==> config.mk <==
export PLATFORM = sky130hd
export DESIGN_NAME = piano_key_encoder
export DESIGN_NICKNAME = d
export VERILOG_FILES = /design/src/rtl/piano_key_encoder.sv
export SDC_FILE = /design/constraint.sdc
export NUM_CORES = 1
export LEC_CHECK = 0
export BUFFER_PORTS_ARGS = -buffer_cell sky130_fd_sc_hd__clkbuf_2
export CAP_MARGIN = 10
export CORE_AREA = 2 2 71 73
export DETAILED_ROUTE_END_ITERATION = 10
export DIE_AREA = 0 0 73 75
export PLACE_DENSITY = 0.77
export SLEW_MARGIN = 5
export SYNTH_ARGS = -nofsm -noshare
export SYNTH_HDL_FRONTEND = slang
export SYNTH_SLANG_ARGS = --single-unit
==> constraint.sdc <==
create_clock -name clk -period 5.65 [get_ports clk]
set_input_delay 1.13 -clock clk [delete_from_list [all_inputs] [get_ports clk]]
set_output_delay 1.13 -clock clk [all_outputs]
set_load 0.005 [all_outputs]
==> src/rtl/piano_key_encoder.sv <==
// rtl/piano_key_encoder.sv - debounced 7-key to 3-bit note encoder
// Commits a note only after the candidate has held steady, with a forced silent gap between notes.
module piano_key_encoder #(
  parameter int DEBOUNCE_CYCLES = 500000,
  parameter int CNT_W           = 19
) (
  input  logic       clk,
  input  logic       reset,
  input  logic [6:0] keys_raw,
  output logic [2:0] note_sw,
  output logic       note_strobe,
  output logic       release_strobe,
  output logic       multi_key
);

  typedef enum logic {S_IDLE, S_HELD} state_t;

  localparam logic [CNT_W-1:0] CNT_MAX = CNT_W'(DEBOUNCE_CYCLES - 1);

  state_t           state, state_nxt;
  logic [6:0]       sync1, sync2;
  logic [2:0]       cand, ref_code;
  logic             cmulti, rmulti;
  logic [2:0]       nkeys;
  logic [CNT_W-1:0] cnt;
  logic             match, stable, cnt_clr;
  logic [2:0]       note_nxt;
  logic             note_strobe_nxt, release_strobe_nxt, multi_nxt;

  always_ff @(posedge clk) begin
    if (reset) begin
      sync1 <= '0;
      sync2 <= '0;
    end else begin
      sync1 <= keys_raw;
      sync2 <= sync1;
    end
  end

  // A chord collapses to code 0 so it can never be committed as a note.
  always_comb begin
    cand   = '0;
    cmulti = 1'b0;
    nkeys  = '0;
    for (int i = 0; i < 7; i++) begin
      if (sync2[i]) begin
        nkeys = nkeys + 3'd1;
        cand  = 3'(i + 1);
      end
    end
    if (nkeys > 3'd1) begin
      cand   = '0;
      cmulti = 1'b1;
    end
  end

  assign match  = (cand == ref_code) && (cmulti == rmulti);
  assign stable = match && (cnt == CNT_MAX);

  always_ff @(posedge clk) begin
    if (reset) begin
      ref_code <= '0;
      rmulti   <= 1'b0;
      cnt      <= '0;
    end else if (!match) begin
      ref_code <= cand;
      rmulti   <= cmulti;
      cnt      <= '0;
    end else if (cnt_clr) begin
      cnt <= '0;
    end else if (cnt != CNT_MAX) begin
      cnt <= cnt + 1'b1;
    end
  end

  always_ff @(posedge clk) begin
    if (reset) state <= S_IDLE;
    else       state <= state_nxt;
  end

  always_comb begin
    state_nxt = state;
    case (state)
      S_IDLE:  if (stable && ref_code != 3'd0) state_nxt = S_HELD;
      S_HELD:  if (stable && ref_code != note_sw) state_nxt = S_IDLE;
      default: state_nxt = S_IDLE;
    endcase
  end

  // Leaving a note restarts the count, so silence must itself hold a full debounce window.
  always_comb begin
    note_nxt           = note_sw;
    note_strobe_nxt    = 1'b0;
    release_strobe_nxt = 1'b0;
    multi_nxt          = multi_key;
    cnt_clr            = 1'b0;
    case (state)
      S_IDLE: begin
        if (stable) begin
          if (ref_code != 3'd0) begin
            note_nxt        = ref_code;
            note_strobe_nxt = 1'b1;
          end else begin
            multi_nxt = rmulti;
          end
        end
      end
      S_HELD: begin
        if (stable && ref_code != note_sw) begin
          note_nxt           = 3'd0;
          release_strobe_nxt = 1'b1;
          multi_nxt          = rmulti;
          cnt_clr            = 1'b1;
        end
      end
      default: ;
    endcase
  end

  always_ff @(posedge clk) begin
    if (reset) begin
      note_sw        <= '0;
      note_strobe    <= 1'b0;
      release_strobe <= 1'b0;
      multi_key      <= 1'b0;
    end else begin
      note_sw        <= note_nxt;
      note_strobe    <= note_strobe_nxt;
      release_strobe <= release_strobe_nxt;
      multi_key      <= multi_nxt;
    end
  end

endmodule

# --- Word-level counts from Yosys, hierarchy flattened ---
# Index checks and enable logic that the tools add are counted.
# W data, S select, Z words.
op_classes:
  mux: 29
  bitwise: 3
  add_sub_neg: 7
  n_eq_ne: 9
  magnitude_cmp: 1
  reduce_logical: 9
op_table:
  columns: ["operator", "n"]
  rows:
  - ["$mux W3", 16]
  - ["$add A19 B1 Y19 const B", 1]
  - ["$eq A19 B19 Y1 const B", 1]
  - ["$ne A19 B19 Y1 const B", 1]
  - ["$add A3 B1 Y3 const B", 6]
  - ["$mux W1", 10]
  - ["$ne A2 B2 Y1 const B", 3]
  - ["$pmux W3 S2", 1]
  - ["$reduce_and A3 Y1", 2]
  - ["$reduce_or A3 Y1", 2]
  - ["$logic_and A1 B1 Y1", 4]
  - ["$pmux W1 S2", 2]
  - ["$eq A3 B3 Y1", 1]
  - ["$gt A3 B1 Y1 const B", 1]
  - ["$ne A3 B3 Y1", 1]
  - ["$not A1 Y1", 3]
  - ["$reduce_bool A3 Y1", 1]
  - ["$ne A2 B1 Y1 const B", 1]
  - ["$eq A1 B1 Y1", 1]
word_totals:
  inputBits: 9
  regBits: 44

# --- Depth between registers and ports, before layout ---
# Gate-level depths: netlist (run 1).
depth:
  depth_word: 22
  depth_mapped: 23
  ltp_nobuf: 22

# --- Worst setup path after synthesis (run 1) ---
# No wires, ideal clock.
synth_timing:
  path_kind: "reg2reg"
  startpoint: "register sync2[1]"
  endpoint: "register state"
  synth_period_minus_slack_ns: 4.355
  arrival_ns: 4.254
  stages_incl_launch_ff: 22
  setup_ns: 0.101
  slack_ns: 1.295
  path_cell_list: "dfxtp_1 inv_1 ha_1 buf_2 xor2_1 ha_1 mux2i_1 o21ai_0 xnor2_1 mux2i_1 ha_1 o221ai_1 nor2_1 ha_1 nand2_1 xnor2_1 xnor2_1 xnor2_1 or3_1 a41o_2 a311o_1 o41ai_1"
synth_between:
  elab_chain_len: 19
  word_cells_on_any_way: 29
  cone_classes: "add/sub (5); order compare (1); eq/ne (2); mux (17); reduce/logical (4)"
synth_rtl:
  columns: ["item", "line_no", "source"]
  rows:
  - ["from (decl)", "21", "logic [6:0] sync1, sync2;"]
  - ["from (signal assigned)", "36", "sync2 <= sync1;"]
  - ["$mux W3", "46", "if (sync2[i]) begin"]
  - ["$add A3 B1 Y3", "47", "nkeys = nkeys + 3'd1;"]
  - ["$mux W3", "46", null]
  - ["$add A3 B1 Y3", "47", null]
  - ["$mux W3", "46", null]
  - ["$add A3 B1 Y3", "47", null]
  - ["$mux W3", "46", null]
  - ["$add A3 B1 Y3", "47", null]
  - ["[... 3 more ...]", null, null]
  - ["$gt A3 B1 Y1", "51", "if (nkeys > 3'd1) begin"]
  - ["$mux W3 or $mux W1 (tied branches)", "51", null]
  - ["$eq A3 B3 Y1 or $eq A1 B1 Y1 (tied branches)", "57", "assign match = (cand == ref_code) && (cmulti == rmulti);"]
  - ["$logic_and A1 B1 Y1 (*)", "57", null]
  - ["$logic_and A1 B1 Y1 (*)", "58", "assign stable = match && (cnt == CNT_MAX);"]
  - ["$logic_and A1 B1 Y1, on equally long branches", "85, 84", null]
  - ["$mux W1, on equally long branches", "85, 84", null]
  - ["$pmux W1 S2 (*)", "83", "case (state)"]
  - ["to (signal assigned)", "78", "else state <= state_nxt;"]
  - ["to (decl)", "20", "state_t state, state_nxt;"]
# Every way passes the cells marked *; elsewhere a longest branch is shown, timed or not.
# A chain may end at the register's enable or synchronous reset.

# --- Worst setup path in the final report (run 1) ---
# Same ends and word-level chain as after synthesis.

==> impl_metrics.yaml, run 1 <==
cts:
  htreeDepth: 2
  cts_setup_buffers: 0
  root_buffer: "clkbuf_8"
  clock_latency_ns: 0.30
  ctsResizeCount: 0
  holdBufCountCts: 0
  cts_buffers: 5
  clock_path_buffers: 2
  cts_sinks: 44
  cts_tree: "done"
  clk_pin_slew_ns: 0.08
timing:
  hold_viol_final: 0
  skew_ns: 0.008331
  whs_ns: 0.4315
  relSlewSlack: 0.6313
  worst_slew_pin_slew_ns: 0.5480
  rsz0062_at_grt: "false"
  worst_slack_ns: 0.9049
  min_period_over_period: 0.8398
  fin_crit_ns: 4.745
  slew_viol_final: 0
  tns_ns: 0
  fmaxAchievable_mhz: 210.7
  setup_violations: 0
route:
  drc: 0
  dr.first_iter.drc_count: 105
  vias: 1701
  firstDrtPassIters: 4
  final_antenna_net_count: 0
  avgRoutedWirePerCell_microns: 11.57
  drt-total-wl_mm: 3.738
  post_drt_via_cell_ratio: 5.266
layout:
  multi_input_area_sq_um: 1301
  final_cell_mix: "44 x dfxtp_1, 33 x nor2_1, 20 x nand2_1"
  fin_util: 0.5275
  seq_area_sq_um: 880.8
  num_antenna_cells: 0
  drive_gt1_frac: 0.1115
  final_common_cell: "dfxtp_1"
  fill_cells: 415
  fin_nets: 286
  syn_to_final_growth_pct: 8.205
worst_setup_path:
  worstSetupPathType: "reg2reg"
  required_ns: 5.85
  arrival_ns: 4.94
  reg2reg_depth: 20
  cp_top_family: "adder cells"
  critPathLaunchType: "flop"
  endpoint_kind: "flop"
  cp.depth: 20
  path_cells: "inv_1, ha_1, xor2_1, ha_1, mux2i_1, o21ai_0, xnor2_1, mux2i_1, ha_1, o221ai_1, nor2_1, ha_1, nand2_1, xnor2_1, xnor2_1, xnor2_1, or3_1, a41o_2, a311o_1, o41ai_1"
  cp_max_fo: 12
  critPathBufInv: 1
  max_stage_delay_ns: 0.52
  slowest_stage: "ha_1"
synth:
  yosysWarnings: 0
  ys.flop_type: "dfxtp_1"
  async_flop_share: 0
  synth-edff-count: 0
  syn_area_per_cell_sq_um: 8.911
  syn_nets: 273
  syn-cell-area_sq_um: 2272
  syn_inst: 255
  ys_types: 48
  synth_seq_cells: 44
  yosysSeqAreaShare: 0.3877
global_route:
  track_usage: 0.1585
  grt_max_degree: 27
  grt_pass1_vias: 1595
  grt_antenna_before_repair: 0
  grt_first_pass_wirelength_mm: 6.817
  grt.overflow.total: 0
power:
  p_leak_uw: 0.0008770
  fin_total_pwr_uw: 607.5
  ir_worst_vdd_v: 0.00009193
  power_density_nw_per_um2: 247.1
die:
  die_area_sq_um: 5475
  core_sq_um: 4661
  fp.dieH_microns: 75
  die_x_microns: 73
  pin_count: 15
  start_util: 0.4875
  rows: 25
outcome:
  run_status: "finished clean"
placement:
  place_congestion: 0.8188
  place_ws_ns: 0.9093
  numPortBuffers: 14
  dp.final_hpwl_mm: 2.789
flow_run:
  maxCapViolations: 0
min_path:
  hold_path.class: "reg2reg"
  worst_hold_path.num_cells: 1
worst register-to-register path: cells and delay by family, from the launching register on:
| kind | cells | cell delay [ns] |
|---|---|---|
| flip-flops | 1 | 0.39 |
| adder cells (fa/ha/maj) | 4 | 1.32 |
| AND/OR/NAND/NOR | 3 | 0.58 |
| AO/OA/AOI/OAI | 5 | 1.13 |
| multiplexers | 2 | 0.30 |
| buffers and inverters | 1 | 0.10 |
| XOR/XNOR | 5 | 0.83 |
cell type report:
| class | instances | share of cell area |
|---|---|---|
| well taps | 54 | 0.02748 |
| clock buffers | 7 | 0.03511 |
| repair buffers | 14 | 0.02850 |
| multi-input cells | 191 | 0.5293 |
| clock inverters | 1 | 0.003053 |
| flip-flops and latches | 44 | 0.3583 |
| inverters | 12 | 0.01832 |
path summary, 6_finish.rpt:
| check | start | end | slack, ns |
|---|---|---|---|
| setup / recovery | sync2[1] | state | 0.90 |
| hold / removal | sync1[5] | sync2[5] | 0.43 |
| setup reg to reg | sync2[1] | state | 0.90 |
| hold reg to reg | sync1[5] | sync2[5] | 0.43 |
state kept, by name, summed over array words and instances, names as in the netlist:
register	count
sync1	7
note_strobe	1
multi_key	1
release_strobe	1
cnt	19
ref_code	3
state	1
note_sw	3
rmulti	1
sync2	7
through the flow:
step / cell area (sq um) / std cells
2_1_floorplan: 2272 / 255
3_3_place_gp: 2365 / 315
3_5_place_dp: 2365 / 315
4_1_cts: 2459 / 323
5_1_grt: 2459 / 323
6_report: 2459 / 323
synthesized netlist by cell type (all sizes together) (3+ instances only):
| cell type | count | area [sq um] |
|---|---|---|
| mux2i | 6 | 60.06 |
| nor2b | 17 | 106.4 |
| o21ai | 4 | 20.02 |
| nand4 | 7 | 43.79 |
| o22ai | 4 | 25.02 |
| xor2 | 15 | 131.4 |
| nor2 | 34 | 130.1 |
| and2 | 3 | 18.77 |
| a21oi | 3 | 15.01 |
| ha | 9 | 112.6 |
| inv | 12 | 45.04 |
| dfxtp | 44 | 880.8 |
| buf | 6 | 37.53 |
| nand2b | 5 | 31.28 |
| nand2 | 20 | 75.07 |
| nor3 | 6 | 30.03 |
| and3 | 3 | 18.77 |
| nor4 | 3 | 18.77 |
| xnor2 | 19 | 173.9 |
| nand3 | 9 | 57.56 |
metal layers:
layer  vias to the layer above  global-route usage  wire length, microns
li1                        889                   -                     -
met1                       781              0.1867                  1683
met2                        24              0.2713                  1863
met3                         7             0.04418                   114
met4                         0             0.06790                    76
met5                         -                   0                     0
where the power goes:
group	switching, uW	internal [uW]	total [uW]
Combinational	44.2	34.5	78.6
Sequential	9.75	318	328
Clock	102	99.3	201
cell families (layout without fill, tap and decap cells):
logic type	after synthesis	in the layout	synth area share
and+or+nand+nor	118	118	0.2764
DFF	44	44	0.3877
xor gates and xnor gates	34	34	0.1344
AOI/OAI and AO/OA	24	24	0.08591
buffers and inverters	20	34	0.03964
adders and majority gates	9	9	0.04956
muxes	6	6	0.02643
No activity file was read; power rests on OpenSTA's default activity.
==> run 2, diff against run 1 <==
==> constraint.sdc (replaced) <==
create_clock -name clk -period 4.4 [get_ports clk]
set_input_delay 0.88 -clock clk [delete_from_list [all_inputs] [get_ports clk]]
set_output_delay 0.88 -clock clk [all_outputs]
set_load 0.005 [all_outputs]
==> run 2 against run 1 <==
Effect of this change: total power is 42% higher; utilization rose by 3.6 points; maximum frequency is 14% higher; setup slack got worse by 0.68 ns; clock-buffer cell count is 2 lower; combinational power grew 62%; die area is the same; sequential share of layout area is 2.0 points lower; critical endpoint unchanged.
==> impl_metrics.yaml, run 2 (synthesis gave the netlist of run 1 again) <==
layout:
  num_antenna_cells: 0
  fin_util: 0.5638
  regMostFlops: "cnt"
  reg_top3: "cnt x19, sync1 x7, sync2 x7"
  final_cell_area_sq_um: 2628
  final_cell_mix: "42 x dfxtp_1, 32 x nor2_1, 20 x nand2_1"
  largest_reg_flops: 19
  drive_gt1_frac: 0.1855
  final_common_cell: "dfxtp_1"
  fill_cells: 422
  fin_nets: 292
  syn_to_final_growth_pct: 15.64
timing:
  hold_viol_final: 0
  worst_slew_pin_slew_ns: 0.5104
  slew_viol_final: 0
  setup_violations: 0
  fmaxAchievable_mhz: 239.5
  relSlewSlack: 0.6587
  min_period_over_period: 0.9489
  skew_ns: 0.01682
  whs_ns: 0.4297
  worst_slack_ns: 0.2249
  fin_crit_ns: 4.175
route:
  firstDrtPassIters: 4
  drc: 0
  vias: 1731
  drt-total-wl_mm: 4.186
  post_drt_via_cell_ratio: 5.261
  dr.first_iter.drc_count: 106
  avgRoutedWirePerCell_microns: 12.72
  final_antenna_net_count: 0
power:
  power_density_nw_per_um2: 327.6
  p_sw_uw: 221.2
  p_clk_frac: 0.364
  seq_power_share: 0.488
  p_leak_uw: 0.0009342
  ir_worst_vdd_v: 0.0002473
  comb_power_share: 0.148
  intPower_uw: 639.5
  switching_share: 0.2570
worst_setup_path:
  required_ns: 4.61
  arrival_ns: 4.39
  critPathLaunchType: "flop"
  cp_max_fo: 7
  endpoint_kind: "flop"
  worstSetupPathType: "reg2reg"
placement:
  dp.final_hpwl_mm: 2.842
  place_congestion: 0.8534
  placed_area_sq_um: 2387
  place_ws_ns: -0.08612
  numPortBuffers: 14
cts:
  cts_buffers: 5
  root_buffer: "clkbuf_8"
  cts_tree: "done"
  clock_path_buffers: 2
  clk_pin_slew_ns: 0.10
  clock_latency_ns: 0.31
  cts_sinks: 44
  htreeDepth: 2
outcome:
  run_status: "finished clean"
die:
  core_sq_um: 4661
  rows: 25
  die_area_sq_um: 5475
  fp.dieH_microns: 75
  pin_count: 15
  start_util: 0.4875
  die_x_microns: 73
global_route:
  grt_max_degree: 27
  grt_pass1_vias: 1604
  grt_first_pass_wirelength_mm: 6.748
  grt_antenna_before_repair: 0
  track_usage: 0.1613
  grt.overflow.total: 0
min_path:
  hold_path.class: "reg2reg"
flow_run:
  maxCapViolations: 0
==> run 2: cell types whose count changed in the layout (fill, tap and decap cells not counted), moves of 2 or more <==
| cell | change |
|---|---|
| dfxtp_4 | +2 |
| inv_2 | +2 |
| ha_4 | +2 |
| ha_1 | -2 |
| dfxtp_1 | -2 |
| buf_4 | +6 |
| inv_1 | -2 |
==> run 2: final cells by class <==
cell class,instances,area [sq um],share of cell area
Multi-Input combinational cell,191,1396,0.5314
Inverter,12,45.04,0.01714
Clock inverter,3,46.29,0.01762
Sequential cell,44,888.4,0.3381
Timing Repair Buffer,20,115.1,0.04381
Tap cell,54,67.56,0.02571
Clock buffer,5,68.82,0.02619
==> run 2: worst max-delay path, stage by stage, from the launching register on <==
cell	delay [ns]
dfxtp_4	0.38
inv_2	0.06
ha_4	0.30
xor2_4	0.19
ha_4	0.23
mux2i_2	0.19
o21ai_1	0.10
xnor2_1	0.15
mux2i_1	0.09
ha_1	0.30
o221ai_2	0.22
nor2_1	0.07
ha_1	0.20
nand2_1	0.08
xnor2_1	0.08
xnor2_1	0.27
xnor2_2	0.13
or3_4	0.42
a41o_4	0.26
a311o_1	0.31
o41ai_1	0.06
==> run 2: through the flow <==
stage               std cells  total power, uW  setup TNS [ns]
floorplan                 255            512.5               0
global route              329            902.3        -0.06723
CTS                       326            854.8               0
detailed placement        318            533.9         -0.8466
global placement          318            531.6               0
finish                    329            860.8               0
==> run 2: worst paths after layout <==
check | start | end | slack (ns) | depth (start not counted)
hold / removal | sync1[1] | sync2[1] | 0.43 | 1
setup / recovery | sync2[1] | state | 0.22 | 20
hold reg to reg | sync1[1] | sync2[1] | 0.43 | 1
setup reg to reg | sync2[1] | state | 0.22 | 20
==> run 2: metal layers <==
layer  share of wire  wire [microns]  global-route usage  vias to the layer above
met5               0               0                   0                        -
met4           0.015              62             0.06790                        0
met3           0.022              94             0.04418                        6
met2            0.51            2124              0.2853                       10
met1            0.45            1904              0.1835                      819
li1                -               -                   -                      896
==> run 2: what timing repair did <==
action	4_1_cts	5_1_grt
gates resized for setup	5	15
pin swaps	0	12
setup buffers	0	3
endpoints found under the setup margin	25	26
cloned	0	0
hold buffers	0	0
==> run 2: power groups by stage <==
| stage | clock (uW) | combinational, uW | sequential, uW |
|---|---|---|---|
| floorplan | 0 | 87.7 | 425 |
| global placement | 0 | 103 | 429 |
| detailed placement | 0 | 104 | 429 |
| CTS | 323 | 111 | 421 |
| global route | 340 | 140 | 422 |
| finish | 313 | 127 | 420 |
==> run 3, diff against run 2 <==
--- a/config.mk
+++ b/config.mk
@@ -7,10 +7,11 @@
 export LEC_CHECK = 0
 export BUFFER_PORTS_ARGS = -buffer_cell sky130_fd_sc_hd__clkbuf_2
 export CAP_MARGIN = 10
-export CORE_AREA = 2 2 71 73
+export CORE_AREA = 2 2 68 70
 export DETAILED_ROUTE_END_ITERATION = 10
-export DIE_AREA = 0 0 73 75
-export PLACE_DENSITY = 0.77
+export DIE_AREA = 0 0 70 72
+export PLACE_DENSITY = 0.82
+export SETUP_SLACK_MARGIN = 0.4
 export SLEW_MARGIN = 5
 export SYNTH_ARGS = -nofsm -noshare
 export SYNTH_HDL_FRONTEND = slang
==> constraint.sdc (replaced) <==
create_clock -name clk -period 4.3 [get_ports clk]
set_input_delay 0.86 -clock clk [delete_from_list [all_inputs] [get_ports clk]]
set_output_delay 0.86 -clock clk [all_outputs]
set_load 0.005 [all_outputs]
==> run 3 against run 2 <==
Effect of this change: die area fell by 7.9%; register-to-register slack improved by 0.08 ns; combinational power rose by 41%; critical path type unchanged; worst hold slack improved by 0.0082 ns; clock-buffer cell count is the same; non-clock buffer count up 9; critical path depth unchanged; utilization grew 11 points; sequential power up 3%; routed wire length is 14% higher.
==> impl_metrics.yaml, run 3 (synthesis gave the netlist of run 1 again) <==
worst_setup_path:
  worstSetupPathType: "reg2reg"
  required_ns: 4.50
  cp_max_fo: 5
  crit_top_cell: "xnor2_2"
  arrival_ns: 4.20
  cp_top_family: "adder cells"
  endpoint_kind: "flop"
  critPathBufInv: 1
  critPathLaunchType: "flop"
  r2r_start: "sync2[0]"
  max_stage_delay_ns: 0.42
  slowest_stage: "or3_4"
  path_cells: "inv_4, ha_4, xor2_4, ha_4, mux2i_4, o21ai_2, xnor2_1, mux2i_1, ha_1, o221ai_2, nor2_1, ha_2, nand2_2, xnor2_2, xnor2_2, xnor2_2, or3_4, a41o_4, a311o_1, o41ai_1"
  reg2reg_slack_ns: 0.31
  crit_path_start: "sync2[0]"
power:
  switching_share: 0.2710
  intPower_uw: 678.5
  seq_power_share: 0.464
  p_leak_uw: 0.001024
  ir_worst_vdd_v: 0.0002098
  p_sw_uw: 252.3
  power_density_nw_per_um2: 325.4
  p_clk_frac: 0.344
  comb_power_share: 0.192
route:
  final_antenna_net_count: 0
  avgRoutedWirePerCell_microns: 14.13
  drc: 0
  dr.first_iter.drc_count: 140
  post_drt_via_cell_ratio: 5.478
  vias: 1857
  drt-total-wl_mm: 4.790
  firstDrtPassIters: 4
layout:
  syn_to_final_growth_pct: 25.88
  reg_top3: "cnt x19, sync1 x7, sync2 x7"
  final_cell_area_sq_um: 2860
  regMostFlops: "cnt"
  final_common_cell: "dfxtp_1"
  num_antenna_cells: 0
  largest_reg_flops: 19
  drive_gt1_frac: 0.2753
  fin_nets: 304
  fin_util: 0.6708
  final_cells: 339
  final_cell_mix: "41 x dfxtp_1, 26 x nor2_1, 18 x nand2_1"
placement:
  place_congestion: 0.8559
  place_ws_ns: 0.07765
  dp_cells: 315
  placed_area_sq_um: 2409
  numPortBuffers: 14
  dp.final_hpwl_mm: 2.800
die:
  start_util: 0.5329
  fp.dieH_microns: 72
  die_x_microns: 70
  core_sq_um: 4264
  die_area_sq_um: 5040
  pin_count: 15
  rows: 24
global_route:
  grt_antenna_before_repair: 0
  grt.overflow.total: 0
  track_usage: 0.1791
  grt_max_degree: 27
  grt_first_pass_wirelength_mm: 7.286
  grt_pass1_vias: 1725
cts:
  cts_buffers: 5
  clock_latency_ns: 0.30
  clk_pin_slew_ns: 0.10
  clock_path_buffers: 2
  cts_tree: "done"
  cts_sinks: 44
  htreeDepth: 2
  holdBufCountCts: 0
  root_buffer: "clkbuf_8"
timing:
  fin_crit_ns: 3.994
  worst_slew_pin_slew_ns: 0.6124
  fmaxAchievable_mhz: 250.4
  worst_slack_ns: 0.3056
  setup_violations: 0
  rsz0062_at_grt: "true"
  min_period_over_period: 0.9289
  slew_viol_final: 0
  hold_viol_final: 0
  tns_ns: 0
  skew_ns: 0.01565
  relSlewSlack: 0.5912
outcome:
  run_status: "finished clean"
flow_run:
  maxCapViolations: 0
min_path:
  hold_path.class: "reg2reg"
  min-delay-start: "sync1[5]"
==> run 3: layer usage <==
layer  global-route usage  vias up  wire length, microns
li1                     -      930                     -
met4              0.06410        0                    80
met1               0.2130      888                  2121
met3              0.03472        9                   135
met2               0.3238       30                  2452
met5                    0        -                     0
==> run 3: final cells by class <==
cell class,count,area (sq um)
clock buffers,5,68.82
clock inverters,3,46.29
fillers,337,1404
inverters,12,50.05
multi-input cells,194,1544
flip-flops and latches,44,887.1
well taps,52,65.06
repair buffers,29,198.9
==> run 3: power groups by stage <==
| stage | clock network, uW | registers [uW] | logic [uW] |
|---|---|---|---|
| after floorplan | 0 | 435 | 94.9 |
| after global placement | 0 | 439 | 108 |
| after detailed placement | 0 | 440 | 110 |
| after CTS | 328 | 430 | 131 |
| after global routing | 344 | 434 | 192 |
| final | 320 | 432 | 179 |
==> run 3: repair_timing <==
action	CTS	global route
cloned	0	4
pin swaps	21	15
endpoints found under the setup margin	26	30
resized for setup	8	30
hold endpoints to repair	0	0
buffers inserted	9	3
==> run 3: path summary, 6_finish.rpt <==
| kind | endpoint | cells past startpoint |
|---|---|---|
| worst max-delay path | state | 20 |
| worst min-delay path | sync2[5] | 1 |
| worst max register to register | state | 20 |
| worst min register to register | sync2[5] | 1 |
==> run 3: worst register-to-register path, cell delays in order (launching register included) <==
cell and delay (ns):
dfxtp_4 0.38, inv_4 0.04, ha_4 0.23, xor2_4 0.19, ha_4 0.31, mux2i_4 0.08, o21ai_2 0.17, xnor2_1 0.13
mux2i_1 0.10, ha_1 0.31, o221ai_2 0.10, nor2_1 0.12, ha_2 0.18, nand2_2 0.06, xnor2_2 0.15, xnor2_2 0.15
xnor2_2 0.19, or3_4 0.42, a41o_4 0.26, a311o_1 0.27, o41ai_1 0.06
==> run 3: per-stage QoR <==
stage / hold WS (ns) / total power (uW)
after floorplan: 0.4137 / 530.0
after global placement: 0.4216 / 547.2
after CTS: 0.4398 / 888.3
after detailed placement: 0.4204 / 549.9
final: 0.4379 / 930.8
after global routing: 0.4557 / 969.9
